File: src/rtl/pulse_pkg.sv
// rtl/pulse_pkg.sv - shared state encoding and default parameters for pulse_analyzer
package pulse_pkg;

    typedef enum logic [1:0] {
        ST_ARM     = 2'd0,
        ST_RISING  = 2'd1,
        ST_FALLING = 2'd2
    } state_e;

    localparam int DEF_HYST         = 8;
    localparam int DEF_MIN_INTERVAL = 150;
    localparam int DEF_MAX_INTERVAL = 1500;
    localparam int DEF_CNT_W        = 11;

endpackage

File: src/rtl/pulse_analyzer_if.sv
// rtl/pulse_analyzer_if.sv - sample input and beat result bundle for pulse_analyzer
interface pulse_analyzer_if #(
    parameter int CNT_W = 11
);

    logic             Find_setting;
    logic             Sample_valid;
    logic [7:0]       IR_ADC_Value;
    logic [7:0]       RED_ADC_Value;
    logic             Beat_valid;
    logic [7:0]       IR_AC;
    logic [7:0]       IR_DC;
    logic [7:0]       RED_AC;
    logic [7:0]       RED_DC;
    logic [CNT_W-1:0] Beat_interval;
    logic             Timeout;
    logic             Locked;

    modport master (
        output Find_setting, Sample_valid, IR_ADC_Value, RED_ADC_Value,
        input  Beat_valid, IR_AC, IR_DC, RED_AC, RED_DC, Beat_interval, Timeout, Locked
    );

    modport slave (
        input  Find_setting, Sample_valid, IR_ADC_Value, RED_ADC_Value,
        output Beat_valid, IR_AC, IR_DC, RED_AC, RED_DC, Beat_interval, Timeout, Locked
    );

endinterface

File: src/rtl/pulse_analyzer_minmax_tracker.sv
// rtl/pulse_analyzer_minmax_tracker.sv - 8-bit running max/min with reload on window restart
module minmax_tracker (
    input  logic       clk,
    input  logic       rst,
    input  logic       en,
    input  logic       load,
    input  logic [7:0] din,
    output logic [7:0] max_inc,
    output logic [7:0] min_inc
);

    logic [7:0] max_q, max_d;
    logic [7:0] min_q, min_d;

    // max_inc/min_inc already fold in the current sample so a window can close on it
    always_comb begin
        max_inc = (din > max_q) ? din : max_q;
        min_inc = (din < min_q) ? din : min_q;
        max_d   = max_q;
        min_d   = min_q;
        if (en) begin
            if (load) begin
                max_d = din;
                min_d = din;
            end else begin
                max_d = max_inc;
                min_d = min_inc;
            end
        end
    end

    always_ff @(posedge clk) begin
        if (rst) begin
            max_q <= '0;
            min_q <= '0;
        end else begin
            max_q <= max_d;
            min_q <= min_d;
        end
    end

endmodule

File: src/rtl/pulse_analyzer.sv
// rtl/pulse_analyzer.sv - IR hysteresis beat detector producing per-beat AC/DC and interval
module pulse_analyzer
    import pulse_pkg::*;
#(
    parameter int HYST         = DEF_HYST,
    parameter int MIN_INTERVAL = DEF_MIN_INTERVAL,
    parameter int MAX_INTERVAL = DEF_MAX_INTERVAL,
    parameter int CNT_W        = DEF_CNT_W
) (
    input  logic                CLK,
    input  logic                rst,
    pulse_analyzer_if.slave     bus
);

    localparam logic [8:0]       HYST9   = 9'(HYST);
    localparam logic [CNT_W-1:0] MIN_CNT = CNT_W'(MIN_INTERVAL);
    localparam logic [CNT_W-1:0] MAX_CNT = CNT_W'(MAX_INTERVAL);

    state_e           state_q, state_d;
    logic [7:0]       ir_max_q, ir_max_d;
    logic [7:0]       ir_min_q, ir_min_d;
    logic [CNT_W-1:0] cnt_q, cnt_d, cnt_n;
    logic             first_q, first_d;
    logic             beat_valid_q, beat_valid_d;
    logic             timeout_q, timeout_d;
    logic             locked_q, locked_d;
    logic [7:0]       ir_ac_q, ir_ac_d;
    logic [7:0]       ir_dc_q, ir_dc_d;
    logic [7:0]       red_ac_q, red_ac_d;
    logic [7:0]       red_dc_q, red_dc_d;
    logic [CNT_W-1:0] interval_q, interval_d;

    logic [7:0] s, r;
    logic [7:0] red_max_inc, red_min_inc;
    logic       sample_en, peak_hit, valley_hit, beat_event, timeout_hit, red_load;

    assign s         = bus.IR_ADC_Value;
    assign r         = bus.RED_ADC_Value;
    assign sample_en = bus.Sample_valid && !bus.Find_setting;

    // 9-bit compares so s+HYST and ir_min+HYST cannot wrap near full scale
    always_comb begin
        cnt_n       = (cnt_q >= MAX_CNT) ? MAX_CNT : cnt_q + CNT_W'(1);
        peak_hit    = ({1'b0, s} + HYST9) <= {1'b0, ir_max_q};
        valley_hit  = {1'b0, s} >= ({1'b0, ir_min_q} + HYST9);
        beat_event  = sample_en && (state_q == ST_FALLING) && valley_hit && (cnt_n >= MIN_CNT);
        timeout_hit = sample_en && (state_q != ST_ARM) && (cnt_n == MAX_CNT) && !beat_event;
        red_load    = (state_q == ST_ARM) || beat_event;
    end

    minmax_tracker u_red (
        .clk     (CLK),
        .rst     (rst),
        .en      (sample_en),
        .load    (red_load),
        .din     (r),
        .max_inc (red_max_inc),
        .min_inc (red_min_inc)
    );

    always_comb begin
        state_d      = state_q;
        ir_max_d     = ir_max_q;
        ir_min_d     = ir_min_q;
        cnt_d        = cnt_q;
        first_d      = first_q;
        beat_valid_d = 1'b0;
        timeout_d    = 1'b0;
        locked_d     = locked_q;
        ir_ac_d      = ir_ac_q;
        ir_dc_d      = ir_dc_q;
        red_ac_d     = red_ac_q;
        red_dc_d     = red_dc_q;
        interval_d   = interval_q;

        if (bus.Find_setting) begin
            state_d  = ST_ARM;
            locked_d = 1'b0;
        end else if (bus.Sample_valid) begin
            case (state_q)
                ST_ARM: begin
                    ir_max_d = s;
                    ir_min_d = s;
                    cnt_d    = '0;
                    first_d  = 1'b1;
                    state_d  = ST_RISING;
                end
                ST_RISING: begin
                    cnt_d = cnt_n;
                    if (s > ir_max_q) begin
                        ir_max_d = s;
                    end else if (peak_hit) begin
                        ir_min_d = s;
                        state_d  = ST_FALLING;
                    end
                end
                ST_FALLING: begin
                    cnt_d = cnt_n;
                    if (s < ir_min_q) begin
                        ir_min_d = s;
                    end else if (beat_event) begin
                        state_d  = ST_RISING;
                        ir_max_d = s;
                        cnt_d    = '0;
                        first_d  = 1'b0;
                        // the very first valley after arming only opens the first window
                        if (!first_q) begin
                            beat_valid_d = 1'b1;
                            locked_d     = 1'b1;
                            ir_ac_d      = ir_max_q - ir_min_q;
                            ir_dc_d      = ir_min_q;
                            red_ac_d     = red_max_inc - red_min_inc;
                            red_dc_d     = red_min_inc;
                            interval_d   = cnt_n;
                        end
                    end
                end
                default: state_d = ST_ARM;
            endcase

            if (timeout_hit) begin
                state_d   = ST_ARM;
                timeout_d = 1'b1;
                locked_d  = 1'b0;
            end
        end
    end

    always_ff @(posedge CLK) begin
        if (rst) begin
            state_q      <= ST_ARM;
            ir_max_q     <= '0;
            ir_min_q     <= '0;
            cnt_q        <= '0;
            first_q      <= 1'b1;
            beat_valid_q <= 1'b0;
            timeout_q    <= 1'b0;
            locked_q     <= 1'b0;
            ir_ac_q      <= '0;
            ir_dc_q      <= '0;
            red_ac_q     <= '0;
            red_dc_q     <= '0;
            interval_q   <= '0;
        end else begin
            state_q      <= state_d;
            ir_max_q     <= ir_max_d;
            ir_min_q     <= ir_min_d;
            cnt_q        <= cnt_d;
            first_q      <= first_d;
            beat_valid_q <= beat_valid_d;
            timeout_q    <= timeout_d;
            locked_q     <= locked_d;
            ir_ac_q      <= ir_ac_d;
            ir_dc_q      <= ir_dc_d;
            red_ac_q     <= red_ac_d;
            red_dc_q     <= red_dc_d;
            interval_q   <= interval_d;
        end
    end

    assign bus.Beat_valid    = beat_valid_q;
    assign bus.Timeout       = timeout_q;
    assign bus.Locked        = locked_q;
    assign bus.IR_AC         = ir_ac_q;
    assign bus.IR_DC         = ir_dc_q;
    assign bus.RED_AC        = red_ac_q;
    assign bus.RED_DC        = red_dc_q;
    assign bus.Beat_interval = interval_q;

endmodule

File: src/flat_wrapper.sv
// flat-port wrapper written by rule: the top's interface ports become plain ports
module pulse_analyzer_flat import pulse_pkg::*;
#(
    parameter int HYST         = DEF_HYST,
    parameter int MIN_INTERVAL = DEF_MIN_INTERVAL,
    parameter int MAX_INTERVAL = DEF_MAX_INTERVAL,
    parameter int CNT_W        = DEF_CNT_W
)
  (CLK, rst, bus_Find_setting, bus_Sample_valid, bus_IR_ADC_Value, bus_RED_ADC_Value, bus_Beat_valid, bus_IR_AC, bus_IR_DC, bus_RED_AC, bus_RED_DC, bus_Beat_interval, bus_Timeout, bus_Locked);
  pulse_analyzer_if #(.CNT_W(CNT_W)) bus_i ();
  input  logic CLK;
  input  logic rst;
  input wire logic [$bits(bus_i.Find_setting)-1:0] bus_Find_setting;
  input wire logic [$bits(bus_i.Sample_valid)-1:0] bus_Sample_valid;
  input wire logic [$bits(bus_i.IR_ADC_Value)-1:0] bus_IR_ADC_Value;
  input wire logic [$bits(bus_i.RED_ADC_Value)-1:0] bus_RED_ADC_Value;
  output wire logic [$bits(bus_i.Beat_valid)-1:0] bus_Beat_valid;
  output wire logic [$bits(bus_i.IR_AC)-1:0] bus_IR_AC;
  output wire logic [$bits(bus_i.IR_DC)-1:0] bus_IR_DC;
  output wire logic [$bits(bus_i.RED_AC)-1:0] bus_RED_AC;
  output wire logic [$bits(bus_i.RED_DC)-1:0] bus_RED_DC;
  output wire logic [$bits(bus_i.Beat_interval)-1:0] bus_Beat_interval;
  output wire logic [$bits(bus_i.Timeout)-1:0] bus_Timeout;
  output wire logic [$bits(bus_i.Locked)-1:0] bus_Locked;
  assign bus_i.Find_setting = bus_Find_setting;
  assign bus_i.Sample_valid = bus_Sample_valid;
  assign bus_i.IR_ADC_Value = bus_IR_ADC_Value;
  assign bus_i.RED_ADC_Value = bus_RED_ADC_Value;
  assign bus_Beat_valid = bus_i.Beat_valid;
  assign bus_IR_AC = bus_i.IR_AC;
  assign bus_IR_DC = bus_i.IR_DC;
  assign bus_RED_AC = bus_i.RED_AC;
  assign bus_RED_DC = bus_i.RED_DC;
  assign bus_Beat_interval = bus_i.Beat_interval;
  assign bus_Timeout = bus_i.Timeout;
  assign bus_Locked = bus_i.Locked;
  pulse_analyzer #(.HYST(HYST), .MIN_INTERVAL(MIN_INTERVAL), .MAX_INTERVAL(MAX_INTERVAL), .CNT_W(CNT_W)) u_core (.CLK(CLK), .rst(rst), .bus(bus_i));
endmodule
File: config.mk
export PLATFORM = sky130hd
export DESIGN_NAME = pulse_analyzer_flat
export DESIGN_NICKNAME = d
export VERILOG_FILES = /design/src/rtl/pulse_pkg.sv /design/src/rtl/pulse_analyzer_if.sv /design/src/rtl/pulse_analyzer_minmax_tracker.sv /design/src/rtl/pulse_analyzer.sv /design/src/flat_wrapper.sv
export SDC_FILE = /design/constraint.sdc
export NUM_CORES = 1
export LEC_CHECK = 0
export ABC_AREA = 1
export BUFFER_PORTS_ARGS = -buffer_cell sky130_fd_sc_hd__buf_2
export CORE_MARGIN = 1.5
export CORE_UTILIZATION = 35
export CTS_BUF_LIST = sky130_fd_sc_hd__clkbuf_16
export DETAILED_ROUTE_END_ITERATION = 10
export GPL_ROUTABILITY_DRIVEN = 0
export SYNTH_ARGS = -nofsm -noshare
export SYNTH_HDL_FRONTEND = slang
export SYNTH_SLANG_ARGS = --single-unit
File: constraint.sdc
create_clock -name CLK -period 5.52 [get_ports CLK]
set_clock_uncertainty 0.2 [all_clocks]
set_input_delay 0.276 -clock CLK [delete_from_list [all_inputs] [get_ports CLK]]
set_output_delay 0.276 -clock CLK [all_outputs]
set_load 0.05 [all_outputs]
---- Word-level counts from Yosys, hierarchy flattened ----
Index checks and enable logic that the tools add are counted.
storage, ports and cells
  word-level logic and storage cells ...... 107
  output and inout port bits .............. 46
  input port bits ......................... 20
  register bits ........................... 92
cells by class
  $lt $le $gt $ge ......................... 8
  multiplexer cells ....................... 32
  bitwise gates (word level) .............. 6
  add/subtract/negate cells ............... 5
  equality and inequality tests ........... 15
  reductions and logical operators ........ 26
operators by type and width
  operator                                                                 number
  8-bit 2-to-1 mux                                                         10
  8-bit one-hot mux with 3 select lines                                    2
  11-bit 2-to-1 mux                                                        3
  11-bit one-hot mux with 3 select lines                                   1
  8-bit by 4-bit adder with 9-bit output (second input constant)           2
  6-bit AND reduction                                                      3
  8-bit > comparator                                                       2
  8-bit less-than comparator                                               2
  8-bit subtractor                                                         2
  5-bit AND reduction                                                      3
  11-bit by 1-bit adder with 11-bit output (second input constant)         1
  11-bit == test (second input constant)                                   1
  11-bit >= comparator (second input constant)                             1
  11-bit by 8-bit >= comparator with 1-bit output (second input constant)  1
  2-bit 2-to-1 mux                                                         5
  8-bit by 9-bit >= comparator with 1-bit output                           1
  9-bit by 8-bit <= comparator with 1-bit output                           1
  1-bit 2-to-1 mux                                                         9
  2-bit by 1-bit != test with 1-bit output (second input constant)         4
  2-bit != test (second input constant)                                    4
  2-bit nonzero test                                                       4
  1-bit logical AND                                                        7
  3-bit by 1-bit != test with 1-bit output (second input constant)         2
  3-bit by 2-bit != test with 1-bit output (second input constant)         2
  13 further kinds                                                         19

---- Logic depth before layout (Yosys ltp) ----
  word-level depth ........................ 9
  depth in mapped cells ................... 21
  depth with buffers taken out ............ 20

---- Cells and area by module ----
A second synthesis with hierarchy kept.
second synthesis, totals
  cell total of the unflattened synthesis .. 873
  area total of the unflattened synthesis .. 6,368.6 um^2
modules (own cells, without submodules)
  module          area each (um^2)  instances  cells each  sequential area each (um^2)
  pulse_analyzer  4,902.2           1          669         1,521.5
  minmax_tracker  1,466.4           1          204         320.3

---- Least setup slack after synthesis ----
OpenSTA, ideal clock, no wires.
  path kind ............................... register to register
  start ................................... register u_core.u_red.min_q[1]
  end ..................................... register u_core.red_ac_q[6] (netlist: u_core.bus.RED_AC[6])
  setup time .............................. 0.118 ns
  buffers on the path ..................... 1
  setup slack ............................. 2.321 ns
  arrival time ............................ 2.880 ns
  data required time ...................... 5.202 ns
  stages on the path, launching flop included .. 20
  clock period less this slack ............ 3.199 ns
  cell sequence ........................... dfxtp_1 > inv_1 > ha_1 > o21ai_0 > nand2_1 > nand3_1 > a21o_1 > nand3_1 > clkbuf_1 > nand2_1 > o21ai_0 > inv_1 > ha_1 > fa_1 > o21ai_0 > a21oi_1 > nor2_1 > nor2_1 > xor2_1 > a21oi_2
between the ends
  cells in the longest elaborated chain, start to end .. 3
ends and longest elaborated chain
  item                        RTL line                             RTL
  start: declaration          pulse_analyzer_minmax_tracker.sv:13  logic [7:0] min_q, min_d;
  start signal: assignment    pulse_analyzer_minmax_tracker.sv:38  min_q <= min_d;
  8-bit less-than comparator  pulse_analyzer_minmax_tracker.sv:18  min_inc = (din < min_q) ? din : min_q;
  8-bit 2-to-1 mux            pulse_analyzer_minmax_tracker.sv:18
  via u_core.red_min_inc[0]   pulse_analyzer.sv:34                 logic [7:0] red_max_inc, red_min_inc;
  8-bit subtractor            pulse_analyzer.sv:112                red_ac_d = red_max_inc - red_min_inc;
  end signal: assignment      pulse_analyzer.sv:155                red_ac_q <= red_ac_d;
  end: declaration            pulse_analyzer.sv:29                 logic [7:0] red_ac_q, red_ac_d;
The timed path passes the listed nets, and every way through them passes these cells.
A chain may end at the register's enable or synchronous reset.

---- Worst setup path after layout ----
Same ends and word-level chain as after synthesis.

==> out/summary.txt <==
Outcome = completed
Final period demand of the worst path = 3.76 ns
Die Wd = 134 um
Pint = 1.18 mW
Crit-path max cell delay = 0.53 ns
Critical Path AT = 3.78 ns
Post-synth EDFFs = 0
Reg clk slew, reported paths = 0.07 ns
Cts repair resizes = 0
Clock Latency Late Sink = 0.36 ns
TNS Setup = 0 ns
Pleak = 3.18 nW
Cts hold-fix bufs = 0
Post-CTS Setup Bufs = 0
Area leader, netlist = dfxtp_1
Top achievable clock speed = 266 MHz
Hold path depth = 3
Distinct cells, synth = 39
Share of cells above drive strength 1 = 12.3%
Most frequent cells in the layout = nand2_1 (167), inv_1 (113), a21oi_1 (99), dfxtp_1 (92), nor2_1 (71)
Place WS = 1.72 ns
Syn avg cell area = 7.03 um^2
WS Path Type = reg -> reg
Ports = 66
First-pass GRT wire length = 24.6 mm
Maximum vdd drop = 0.000164 V
Cell Area, Synth = 6000 um^2
Number of port buffers = 65
Antenna-violating nets left = 0
Unrepaired setup endpoints after global routing = false
GRT overflow = 0
Sequential Power Share = 39.8%
Psw = 0.558 mW
Util after Layout = 40.6%
Cells after Synth = 854
Max Cap Viol = 0
Rows = 47
Fin. Hold Viols = 0
Synth Register Bits = 92
Clock share of power = 36.7%
Final std cells w/o fill = 1131
Vias in the first global route = 5033
Initial Utilization = 36.1%
Power per cell area = 258 nW/um^2
Pre-antenna DRT Iters = 4
Antenna fix cells = 0
Initial antenna violation count = 0
Slowest CP cell = o21ai_0
CP max FO = 16
Slew margin rel. = 49.7%
Fin nets = 991
Crit path cell chain = inv_1, ha_1, o21ai_0, nand2_1, nand3_1, a21o_1, nand3_1, o21ai_0, inv_1, ha_1, fa_1, o21ai_0, a21oi_1, nor2_1, nor2_1, xor2_1, a21oi_2
Longest Clk Path Bufs = 2
Data required, critical path = 5.55 ns
TritonCTS clock tree = yes
Top post-synthesis cells by area = dfxtp_1 (31%), ha_1 (13%), nand2_1 (10%)
Final-report setup violation count = 0
Wirelength per Cell = 13.2 um
FFs w/ async S/R, synth = 0%
R2R cell count = 17
Total die area = 17900 um^2
Commonest non-fill, non-tap cell in the layout = nand2_1
Crit end category = register
Clk sinks = 92
Yosys warning total = 0
Via total after detailed routing = 5457
Switch share = 32.0%
Most Frequent Cell on Critical Path = o21ai_0
Hold Path Class = in -> reg
Synth-to-Final Area Change = 12.5%
Setup ws final = 1.76 ns
Largest net degree at the start of global routing = 79
H-tree levels = 3
DP Cell Count = 1115
CTS Root Cell = clkbuf_16
Initial DRC count = 297
Vias/cell = 4.82
Area share of the leading cell type in the synthesized netlist = 30.7%
Post-Route WL = 14.9 mm
Post-DP HPWL = 11.2 mm
Placeable Area = 16600 um^2
Layout fillers = 1796
Syn_nets = 939
Tcrit/Tclk final = 68.1%
GRT Total Usage = 17.2%
Slew Viols, Final = 0
Sequential area share after synthesis = 30.7%
Synth Flop Type = dfxtp_1
Chip height = 134 um
Worst Max-Slew Pin Slew = 0.754 ns
Combinational Power Share = 23.5%
Fin Hold WS = 0.0434 ns
Drt drc = 0
CP startpoint kind = register
Inserted Clock Buffers = 9
-- worst max-delay path, delay by kind of cell, from the launching register on --
| kind | cells | cell delay, ns |
|---|---|---|
| adder cells (fa/ha/maj) | 3 | 0.90 |
| AND/OR/NAND/NOR | 5 | 0.71 |
| AO/OA/AOI/OAI | 6 | 1.22 |
| flip-flops | 1 | 0.31 |
| buffers and inverters | 2 | 0.14 |
| XOR/XNOR | 1 | 0.17 |
-- layout make-up --
class / count / area [um^2] / share of cell area, %
inverters: 117 / 449 / 6.65
clock inverters: 7 / 73.8 / 1.09
well taps: 220 / 275 / 4.08
clock buffers: 9 / 225 / 3.34
flip-flops and latches: 92 / 1840 / 27.3
repair buffers: 66 / 333 / 4.93
multi-input cells: 620 / 3550 / 52.6
-- power groups by stage --
stage	combinational (mW)	clock, mW	sequential [mW]
floorplan	0.318	0	0.704
global placement	0.407	0	0.707
detailed placement	0.411	0	0.708
CTS	0.413	0.656	0.692
global route	0.476	0.675	0.694
finish	0.410	0.639	0.693
-- final timing paths --
kind	startpoint	endpoint	slack, ns
max reg2reg	u_core.u_red.min_q[1]	u_core.bus.RED_AC[6]	1.76
min reg2reg	u_core.first_q	u_core.first_q	0.27
max	u_core.u_red.min_q[1]	u_core.bus.RED_AC[6]	1.76
min	bus_IR_ADC_Value[0]	u_core.ir_max_q[0]	0.04
-- metal layers --
| metal | GRT usage, % | vias up | routed length, um |
|---|---|---|---|
| met4 | 7.91 | 0 | 308 |
| li1 | - | 2918 | - |
| met5 | 0 | - | 0 |
| met2 | 27.6 | 101 | 6760 |
| met3 | 2.46 | 18 | 529 |
| met1 | 22.8 | 2420 | 7320 |
-- per-stage QoR --
| stage | total power [mW] | cell area [um^2] |
|---|---|---|
| floorplan | 1.02 | 6000 |
| global placement | 1.11 | 6450 |
| detailed placement | 1.12 | 6450 |
| CTS | 1.76 | 6750 |
| global route | 1.85 | 6750 |
| finish | 1.74 | 6750 |
-- sequential cells by signal, summed over array words and instances, names as in the netlist --
register	count
u_core.state_q	2
u_core.bus.Beat_interval	11
u_core.bus.RED_DC	8
u_core.ir_max_q	8
u_core.bus.RED_AC	8
u_core.u_red.min_q	8
u_core.first_q	1
u_core.bus.IR_DC	8
u_core.u_red.max_q	8
u_core.bus.Locked	1
u_core.bus.IR_AC	8
u_core.ir_min_q	8
u_core.cnt_q	11
u_core.bus.Timeout	1
u_core.bus.Beat_valid	1
-- synth_stat cells (all sizes together), types with 3 or more instances --
master and n:
nand2 172, inv 115, a21oi 113, dfxtp 92
o21ai 89, nor2 77, ha 63, nand3 51
clkbuf 15, xor2 14, buf 10, nand3b 8
nand4 7, nor3 5, a21o 3, xnor2 3
-- logic make-up after synthesis --
family          synth area share (%)
buf+inv                         10.1
flops                           30.7
fa+ha+maj                       13.8
compound gates                  19.2
simple gates                    23.7
xor+xnor                        2.48
(Power assumes the default switching activity.)
